--- src/rtl/screen_pkg.sv ---
// Shared screen encoding and default game constants for the screen sequencer
// and the color_mapper select decode.
package screen_pkg;

  typedef enum logic [1:0] {
    HOME    = 2'b00,
    FIGHT   = 2'b01,
    P1_WINS = 2'b10,
    P2_WINS = 2'b11
  } screen_t;

  localparam int STOCKS_DEF          = 3;
  localparam int KO_GRACE_FRAMES_DEF = 120;
  localparam int GO_HOLD_FRAMES_DEF  = 300;

  // Width of a counter that must hold every value 0..max_val
  function automatic int cnt_width(input int max_val);
    return $clog2(max_val + 1);
  endfunction

endpackage

--- src/rtl/screen_sequencer_if.sv ---
// Game-flow signal bundle between keyboard/hit-detection logic and the
// screen sequencer. master drives the inputs, slave is the sequencer.
interface screen_sequencer_if;
  logic       frame_tick;
  logic       start_key;
  logic       pause_key;
  logic       ko1;
  logic       ko2;
  logic [1:0] current_screen;
  logic [1:0] c1_stocks;
  logic [1:0] c2_stocks;
  logic       respawn1;
  logic       respawn2;
  logic       paused;

  modport master (
    output frame_tick, start_key, pause_key, ko1, ko2,
    input  current_screen, c1_stocks, c2_stocks, respawn1, respawn2, paused
  );

  modport slave (
    input  frame_tick, start_key, pause_key, ko1, ko2,
    output current_screen, c1_stocks, c2_stocks, respawn1, respawn2, paused
  );
endinterface

--- src/rtl/screen_sequencer_key_edge.sv ---
// key_edge: turns a held key level into a single-cycle pulse on its rising edge.
module key_edge (
  input  logic Clk,
  input  logic Reset,
  input  logic level,
  output logic rise
);

  logic level_d_r;

  // Remember last cycle's key level
  always_ff @(posedge Clk or posedge Reset) begin
    if (Reset) begin
      level_d_r <= 1'b0;
    end else begin
      level_d_r <= level;
    end
  end

  assign rise = level & ~level_d_r;

endmodule

--- src/rtl/screen_sequencer.sv ---
// screen_sequencer: HOME -> FIGHT -> P1_WINS/P2_WINS -> HOME game flow with
// stock counts, per-player KO grace timers and frame-aligned screen commits.
// Optional feature macro: SCREEN_PAUSE_EN (pause toggle during FIGHT).
module screen_sequencer
  import screen_pkg::*;
#(
  parameter int STOCKS          = STOCKS_DEF,
  parameter int KO_GRACE_FRAMES = KO_GRACE_FRAMES_DEF,
  parameter int GO_HOLD_FRAMES  = GO_HOLD_FRAMES_DEF
) (
  input logic               Clk,
  input logic               Reset,
  screen_sequencer_if.slave bus
);

  localparam int GW = cnt_width(KO_GRACE_FRAMES);
  localparam int HW = cnt_width(GO_HOLD_FRAMES);
  localparam logic [1:0]    STOCK_INIT = 2'(STOCKS);
  localparam logic [GW-1:0] GRACE_INIT = GW'(KO_GRACE_FRAMES);
  localparam logic [GW-1:0] GRACE_ONE  = {{(GW-1){1'b0}}, 1'b1};
  localparam logic [GW-1:0] GRACE_ZERO = {GW{1'b0}};
  localparam logic [HW-1:0] HOLD_LAST  = HW'(GO_HOLD_FRAMES - 1);
  localparam logic [HW-1:0] HOLD_ONE   = {{(HW-1){1'b0}}, 1'b1};
  localparam logic [HW-1:0] HOLD_ZERO  = {HW{1'b0}};

  screen_t       state_r, state_nxt_s;
  logic [1:0]    screen_r;
  logic [1:0]    stocks1_r, stocks2_r, stocks1_nxt_s, stocks2_nxt_s;
  logic [1:0]    dec1_s, dec2_s;
  logic [GW-1:0] grace1_r, grace2_r, grace1_nxt_s, grace2_nxt_s;
  logic [GW-1:0] grace1_tick_s, grace2_tick_s;
  logic [HW-1:0] hold_r, hold_nxt_s;
  logic          respawn1_r, respawn2_r;
  logic          start_evt_s, freeze_s, fight_live_s;
  logic          acc1_s, acc2_s;

  key_edge u_start_edge (
    .Clk   (Clk),
    .Reset (Reset),
    .level (bus.start_key),
    .rise  (start_evt_s)
  );

  // KO acceptance, post-KO stock values and frame-driven grace countdown
  always_comb begin
    fight_live_s = (state_r == FIGHT) && !freeze_s;
    acc1_s = fight_live_s && bus.ko1 && (grace1_r == GRACE_ZERO) && (stocks1_r != 2'd0);
    acc2_s = fight_live_s && bus.ko2 && (grace2_r == GRACE_ZERO) && (stocks2_r != 2'd0);
    if (acc1_s) dec1_s = stocks1_r - 2'd1; else dec1_s = stocks1_r;
    if (acc2_s) dec2_s = stocks2_r - 2'd1; else dec2_s = stocks2_r;
    if (bus.frame_tick && !freeze_s && (grace1_r != GRACE_ZERO)) grace1_tick_s = grace1_r - GRACE_ONE;
    else grace1_tick_s = grace1_r;
    if (bus.frame_tick && !freeze_s && (grace2_r != GRACE_ZERO)) grace2_tick_s = grace2_r - GRACE_ONE;
    else grace2_tick_s = grace2_r;
  end

  // FSM state register
  always_ff @(posedge Clk or posedge Reset) begin
    if (Reset) state_r <= HOME;
    else       state_r <= state_nxt_s;
  end

  // FSM next-state: start edge, stock exhaustion and game-over hold timeout
  always_comb begin
    state_nxt_s = state_r;
    case (state_r)
      HOME: begin
        if (start_evt_s) state_nxt_s = FIGHT;
        else             state_nxt_s = HOME;
      end
      FIGHT: begin
        if ((dec1_s == 2'd0) && (dec2_s == 2'd0)) state_nxt_s = FIGHT;
        else if (dec1_s == 2'd0)                  state_nxt_s = P2_WINS;
        else if (dec2_s == 2'd0)                  state_nxt_s = P1_WINS;
        else                                      state_nxt_s = FIGHT;
      end
      P1_WINS, P2_WINS: begin
        if (start_evt_s || (bus.frame_tick && (hold_r == HOLD_LAST))) state_nxt_s = HOME;
        else                                                          state_nxt_s = state_r;
      end
      default: state_nxt_s = HOME;
    endcase
  end

  // FSM outputs: stock, grace and hold counter updates per state
  always_comb begin
    stocks1_nxt_s = stocks1_r;
    stocks2_nxt_s = stocks2_r;
    grace1_nxt_s  = grace1_tick_s;
    grace2_nxt_s  = grace2_tick_s;
    hold_nxt_s    = hold_r;
    case (state_r)
      HOME: begin
        if (start_evt_s) begin
          stocks1_nxt_s = STOCK_INIT;
          stocks2_nxt_s = STOCK_INIT;
          grace1_nxt_s  = GRACE_ZERO;
          grace2_nxt_s  = GRACE_ZERO;
        end else begin
          stocks1_nxt_s = stocks1_r;
          stocks2_nxt_s = stocks2_r;
        end
      end
      FIGHT: begin
        // hold stays cleared for the whole fight so game-over starts from 0
        hold_nxt_s = HOLD_ZERO;
        if ((dec1_s == 2'd0) && (dec2_s == 2'd0)) begin
          // sudden death: both players back to one stock, both protected
          stocks1_nxt_s = 2'd1;
          stocks2_nxt_s = 2'd1;
          grace1_nxt_s  = GRACE_INIT;
          grace2_nxt_s  = GRACE_INIT;
        end else begin
          stocks1_nxt_s = dec1_s;
          stocks2_nxt_s = dec2_s;
          if (acc1_s) grace1_nxt_s = GRACE_INIT; else grace1_nxt_s = grace1_tick_s;
          if (acc2_s) grace2_nxt_s = GRACE_INIT; else grace2_nxt_s = grace2_tick_s;
        end
      end
      P1_WINS, P2_WINS: begin
        if (bus.frame_tick) hold_nxt_s = hold_r + HOLD_ONE;
        else                hold_nxt_s = hold_r;
      end
      default: hold_nxt_s = HOLD_ZERO;
    endcase
  end

  // Datapath registers; the visible screen follows the state only on frame ticks
  always_ff @(posedge Clk or posedge Reset) begin
    if (Reset) begin
      screen_r   <= 2'b00;
      stocks1_r  <= 2'd0;
      stocks2_r  <= 2'd0;
      grace1_r   <= GRACE_ZERO;
      grace2_r   <= GRACE_ZERO;
      hold_r     <= HOLD_ZERO;
      respawn1_r <= 1'b0;
      respawn2_r <= 1'b0;
    end else begin
      if (bus.frame_tick) screen_r <= state_r;
      stocks1_r  <= stocks1_nxt_s;
      stocks2_r  <= stocks2_nxt_s;
      grace1_r   <= grace1_nxt_s;
      grace2_r   <= grace2_nxt_s;
      hold_r     <= hold_nxt_s;
      respawn1_r <= acc1_s;
      respawn2_r <= acc2_s;
    end
  end

`ifdef SCREEN_PAUSE_EN
  logic pause_evt_s, paused_r, paused_nxt_s;

  key_edge u_pause_edge (
    .Clk   (Clk),
    .Reset (Reset),
    .level (bus.pause_key),
    .rise  (pause_evt_s)
  );

  // Pause toggles only inside FIGHT and is dropped whenever FIGHT is left
  always_comb begin
    if (state_nxt_s != FIGHT)                 paused_nxt_s = 1'b0;
    else if ((state_r == FIGHT) && pause_evt_s) paused_nxt_s = ~paused_r;
    else                                      paused_nxt_s = paused_r;
  end

  // Pause flag register
  always_ff @(posedge Clk or posedge Reset) begin
    if (Reset) paused_r <= 1'b0;
    else       paused_r <= paused_nxt_s;
  end

  assign freeze_s   = paused_r;
  assign bus.paused = paused_r;
`else
  logic unused_pause_s;
  assign unused_pause_s = bus.pause_key;
  assign freeze_s       = 1'b0;
  assign bus.paused     = 1'b0;
`endif

  assign bus.current_screen = screen_r;
  assign bus.c1_stocks      = stocks1_r;
  assign bus.c2_stocks      = stocks2_r;
  assign bus.respawn1       = respawn1_r;
  assign bus.respawn2       = respawn2_r;

endmodule

--- src/flat_wrapper.sv ---
// flat-port wrapper written by rule: the top's interface ports become plain ports
module screen_sequencer_flat import screen_pkg::*;
#(
  parameter int STOCKS          = STOCKS_DEF,
  parameter int KO_GRACE_FRAMES = KO_GRACE_FRAMES_DEF,
  parameter int GO_HOLD_FRAMES  = GO_HOLD_FRAMES_DEF
)
  (Clk, Reset, bus_frame_tick, bus_start_key, bus_pause_key, bus_ko1, bus_ko2, bus_current_screen, bus_c1_stocks, bus_c2_stocks, bus_respawn1, bus_respawn2, bus_paused);
  screen_sequencer_if bus_i ();
  input logic Clk;
  input logic Reset;
  input wire logic [$bits(bus_i.frame_tick)-1:0] bus_frame_tick;
  input wire logic [$bits(bus_i.start_key)-1:0] bus_start_key;
  input wire logic [$bits(bus_i.pause_key)-1:0] bus_pause_key;
  input wire logic [$bits(bus_i.ko1)-1:0] bus_ko1;
  input wire logic [$bits(bus_i.ko2)-1:0] bus_ko2;
  output wire logic [$bits(bus_i.current_screen)-1:0] bus_current_screen;
  output wire logic [$bits(bus_i.c1_stocks)-1:0] bus_c1_stocks;
  output wire logic [$bits(bus_i.c2_stocks)-1:0] bus_c2_stocks;
  output wire logic [$bits(bus_i.respawn1)-1:0] bus_respawn1;
  output wire logic [$bits(bus_i.respawn2)-1:0] bus_respawn2;
  output wire logic [$bits(bus_i.paused)-1:0] bus_paused;
  assign bus_i.frame_tick = bus_frame_tick;
  assign bus_i.start_key = bus_start_key;
  assign bus_i.pause_key = bus_pause_key;
  assign bus_i.ko1 = bus_ko1;
  assign bus_i.ko2 = bus_ko2;
  assign bus_current_screen = bus_i.current_screen;
  assign bus_c1_stocks = bus_i.c1_stocks;
  assign bus_c2_stocks = bus_i.c2_stocks;
  assign bus_respawn1 = bus_i.respawn1;
  assign bus_respawn2 = bus_i.respawn2;
  assign bus_paused = bus_i.paused;
  screen_sequencer #(.STOCKS(STOCKS), .KO_GRACE_FRAMES(KO_GRACE_FRAMES), .GO_HOLD_FRAMES(GO_HOLD_FRAMES)) u_core (.Clk(Clk), .Reset(Reset), .bus(bus_i));
endmodule
--- config.mk ---
export PLATFORM = sky130hd
export DESIGN_NAME = screen_sequencer_flat
export DESIGN_NICKNAME = d
export VERILOG_FILES = /design/src/rtl/screen_pkg.sv /design/src/rtl/screen_sequencer_if.sv /design/src/rtl/screen_sequencer_key_edge.sv /design/src/rtl/screen_sequencer.sv /design/src/flat_wrapper.sv
export SDC_FILE = /design/constraint.sdc
export NUM_CORES = 1
export LEC_CHECK = 0
export BUFFER_PORTS_ARGS = -buffer_cell sky130_fd_sc_hd__buf_2
export CAP_MARGIN = 10
export CORE_MARGIN = 1.5
export CORE_UTILIZATION = 50
export CTS_CLUSTER_DIAMETER = 100
export CTS_CLUSTER_SIZE = 25
export DETAILED_ROUTE_END_ITERATION = 10
export GPL_TIMING_DRIVEN = 0
export PLACE_DENSITY_LB_ADDON = 0.05
export SLEW_MARGIN = 20
export SYNTH_ARGS = -nofsm -noshare
export SYNTH_HDL_FRONTEND = slang
export SYNTH_HIERARCHICAL = 1
export SYNTH_SLANG_ARGS = --single-unit
--- constraint.sdc ---
create_clock -name Clk -period 2.61 [get_ports Clk]
set_input_delay 0.522 -clock Clk [delete_from_list [all_inputs] [get_ports Clk]]
set_output_delay 0.522 -clock Clk [all_outputs]
set_load 0.02 [all_outputs]
==> flow_summary.json <==
{
  "status": "finished with violations",
  "failed_checks": "setup timing",
  "areaGrowthSynthToFinish_pct": 19.7,
  "initial_core_util": 0.539,
  "path_buf_inv": 1,
  "drc_errors": 0,
  "cts_max_path_buffers": 2,
  "slew_headroom": 0.540,
  "crit_type": "reg2reg",
  "ys_seq_area_frac": 0.458,
  "rows": 21,
  "synth_warnings": 6,
  "port_buffers": 13,
  "synth_seq_cells": 34,
  "drt_iter0_drc": 86,
  "die-area_mm2": 0.00409,
  "design.core.area_mm2": 0.00344,
  "synth_area_mm2": 0.00186,
  "syn-num-nets": 203,
  "n_fill_cell": 298,
  "synth.avg_cell_area_um2": 9.88,
  "die_x_um": 63.9,
  "cts.sinks": 34,
  "crit_family": "simple AND/OR/NAND/NOR gates",
  "drt_wl_total_um": 3970,
  "synth-edff-count": 0,
  "layout-drive-gt1-share": 0.269,
  "holdBufCountCts": 0,
  "grt_usage": 0.223,
  "slowest_delay_ns": 0.50,
  "drt_first_pass_iters": 4,
  "io_pins": 16,
  "maxSlewViolCount": 0,
  "met2_usage": 0.342,
  "cap_violations": 0,
  "place_area_mm2": 0.00199,
  "worstMarginPinSlew_ns": 0.689,
  "synth_cell_types": 46,
  "hpwl_um": 2750,
  "grt_max_degree": 34,
  "n_antenna_cell": 0,
  "p_per_area_mw_per_mm2": 1010,
  "max_freq_mhz": 376,
  "p_leak_nw": 0.996,
  "tritoncts": "yes",
  "ant_nets": 0,
  "setup_viol": 8,
  "clock_latency_ns": 0.29,
  "netlist_instances": 188,
  "nets": 234,
  "endpoint_kind": "flip-flop",
  "grt_pass1_wl_um": 6910,
  "final_hold_viol_count": 0,
  "h-tree-depth": 2,
  "start_kind": "flip-flop",
  "crit_arrival_ns": 2.84,
  "setup_slack_ns": -0.0501,
  "use_met1": 0.302,
  "rsz0062_at_grt": "yes",
  "antenna_found_initial": 0,
  "busiest_layer": "met2",
  "viasPerCell": 5.69,
  "clk_pin_slew_ns": 0.07,
  "cp_max_fo": 4,
  "cts_made_buffers": 5,
  "wire_per_inst_um": 15.0,
  "cpMostUsedCell": "ha_4",
  "root_buffer": "clkbuf_8",
  "fin_hold_ws_ns": 0.0762,
  "required_ns": 2.79,
  "hold_class": "in2async",
  "ys.flop_type": "dfrtp_1",
  "dieHeight_um": 63.9,
  "crit_slowest_cell": "or4b_4",
  "routabilityCongestion": 0.888,
  "mostFrequentLayoutCell": "dfrtp_1",
  "gr-total-overflow": 0,
  "period_minus_slack_ns": 2.66,
  "grt_pass1_vias": 1461,
  "fin_crit_sh": 1.02,
  "crit_chain": "inv_2 -> ha_4 -> or4b_4 -> nor4b_4 -> a211oi_2 -> a31o_1 -> ha_4 -> nor2_4 -> a21oi_4 -> o21a_1",
  "vias": 1507,
  "layout_common_cells": "dfrtp_1 (34), buf_2 (13), nand2_1 (13), nor2_1 (13)",
  "async_reset_ff_frac": 1.00,
  "vdd_drop_max_v": 0.000497,
  "use_met3": 0.0581,
  "fin_skew_ns": 0.00593,
  "fin_area_mm2": 0.00222
}
[area by class of cell]
| class | instances | area [µm²] | share of cell area |
|---|---|---|---|
| tap | 46 | 57.6 | 0.0259 |
| sequential | 34 | 851 | 0.383 |
| clock inverter | 2 | 10.0 | 0.00450 |
| buffer | 4 | 18.8 | 0.00845 |
| inverter | 11 | 41.3 | 0.0186 |
| timing repair buffer | 24 | 148 | 0.0664 |
| multi-input combinational | 139 | 1030 | 0.462 |
| clock buffer | 5 | 68.8 | 0.0310 |
[worst paths after layout]
check	cells past startpoint	startpoint	to	slack [ns]
worst max-delay path	10	u_core/grace1_r[1]$_DFF_PP0_	u_core/bus.c2_stocks[0]$_DFFE_PP0P_	-0.05
worst min register to register	1	u_core/hold_r[8]$_DFFE_PP0P_	u_core/hold_r[8]$_DFFE_PP0P_	0.50
min in group Clk	1	bus_start_key	u_core/u_start_edge/level_d_r$_DFF_PP0_	0.36
worst min-delay path	2	Reset	u_core/u_start_edge/level_d_r$_DFF_PP0_	0.08
worst max register to register	10	u_core/grace1_r[1]$_DFF_PP0_	u_core/bus.c2_stocks[0]$_DFFE_PP0P_	-0.05
max in group asynchronous	2	Reset	u_core/hold_r[6]$_DFFE_PP0P_	1.82
[routing by layer]
metal	wire length [µm]	vias up
met5	0	-
met4	42	0
met3	194	5
met2	1810	43
met1	1920	716
li1	-	743
[through the flow]
stage          power [W]  setup slack (ns)  std cells   util  setup TNS [ns]
3_3_place_gp     0.00168            -0.220        247  0.579           -2.33
3_5_place_dp     0.00172            -0.280        247  0.579           -3.34
6_report         0.00224           -0.0501        265  0.646          -0.195
5_1_grt          0.00243            -0.151        265  0.646           -1.50
4_1_cts          0.00219           -0.0964        259  0.625          -0.658
2_1_floorplan    0.00150           0.00985        188      -               0
[power by group]
| part | switching, W | internal [W] |
|---|---|---|
| logic | 0.000601 | 0.000442 |
| clock network | 0.000186 | 0.000179 |
| registers | 0.000152 | 0.000684 |
| total | 0.000939 | 0.00130 |
[flip-flops by register name (all words and copies together), names as in the netlist]
name	count
u_core/bus.current_screen	2
u_core/bus.c1_stocks	2
u_core/bus.c2_stocks	2
u_core/state_r	2
u_core/hold_r	9
u_core/u_start_edge/level_d_r	1
u_core/bus.respawn2	1
u_core/grace1_r	7
u_core/bus.respawn1	1
u_core/grace2_r	7
[cell usage after synthesis (2+ instances only)]
master | count | area (µm²)
dfrtp_1 | 34 | 851
nor2_1 | 16 | 60.1
o21ai_0 | 14 | 70.1
nand2_1 | 13 | 48.8
nand3_1 | 12 | 60.1
inv_1 | 11 | 41.3
a21oi_1 | 8 | 40.0
ha_1 | 8 | 100
mux2i_1 | 5 | 50.1
nor3_1 | 5 | 25.0
nand4_1 | 4 | 25.0
o211ai_1 | 4 | 30.0
clkbuf_1 | 3 | 11.3
o31ai_1 | 3 | 22.5
or2_2 | 3 | 18.8
or4b_4 | 3 | 41.3
xnor2_1 | 3 | 26.3
a211oi_1 | 2 | 15.0
a21o_1 | 2 | 15.0
a31oi_1 | 2 | 12.5
mux2_2 | 2 | 22.5
nand2b_1 | 2 | 12.5
nor4b_2 | 2 | 30.0
o21a_1 | 2 | 15.0
o22a_1 | 2 | 17.5
or3_1 | 2 | 12.5
xor2_1 | 2 | 17.5
[cell families after synthesis]
kind of cell               synth area share
and+or+nand+nor                       0.231
AOI/OAI and AO/OA                     0.160
DFF                                   0.458
buffers and inverters                0.0323
adders and majority gates            0.0539
muxes                                0.0391
xor gates and xnor gates             0.0236
other                               0.00202
[timing repair]
| action | CTS | global route |
|---|---|---|
| buffers inserted | 5 | 6 |
| endpoints found under the setup margin | 19 | 18 |
| pin swaps | 7 | 10 |
| hold endpoints to repair | 0 | 0 |
| gates resized for setup | 12 | 6 |
(Power assumes the default switching activity.)
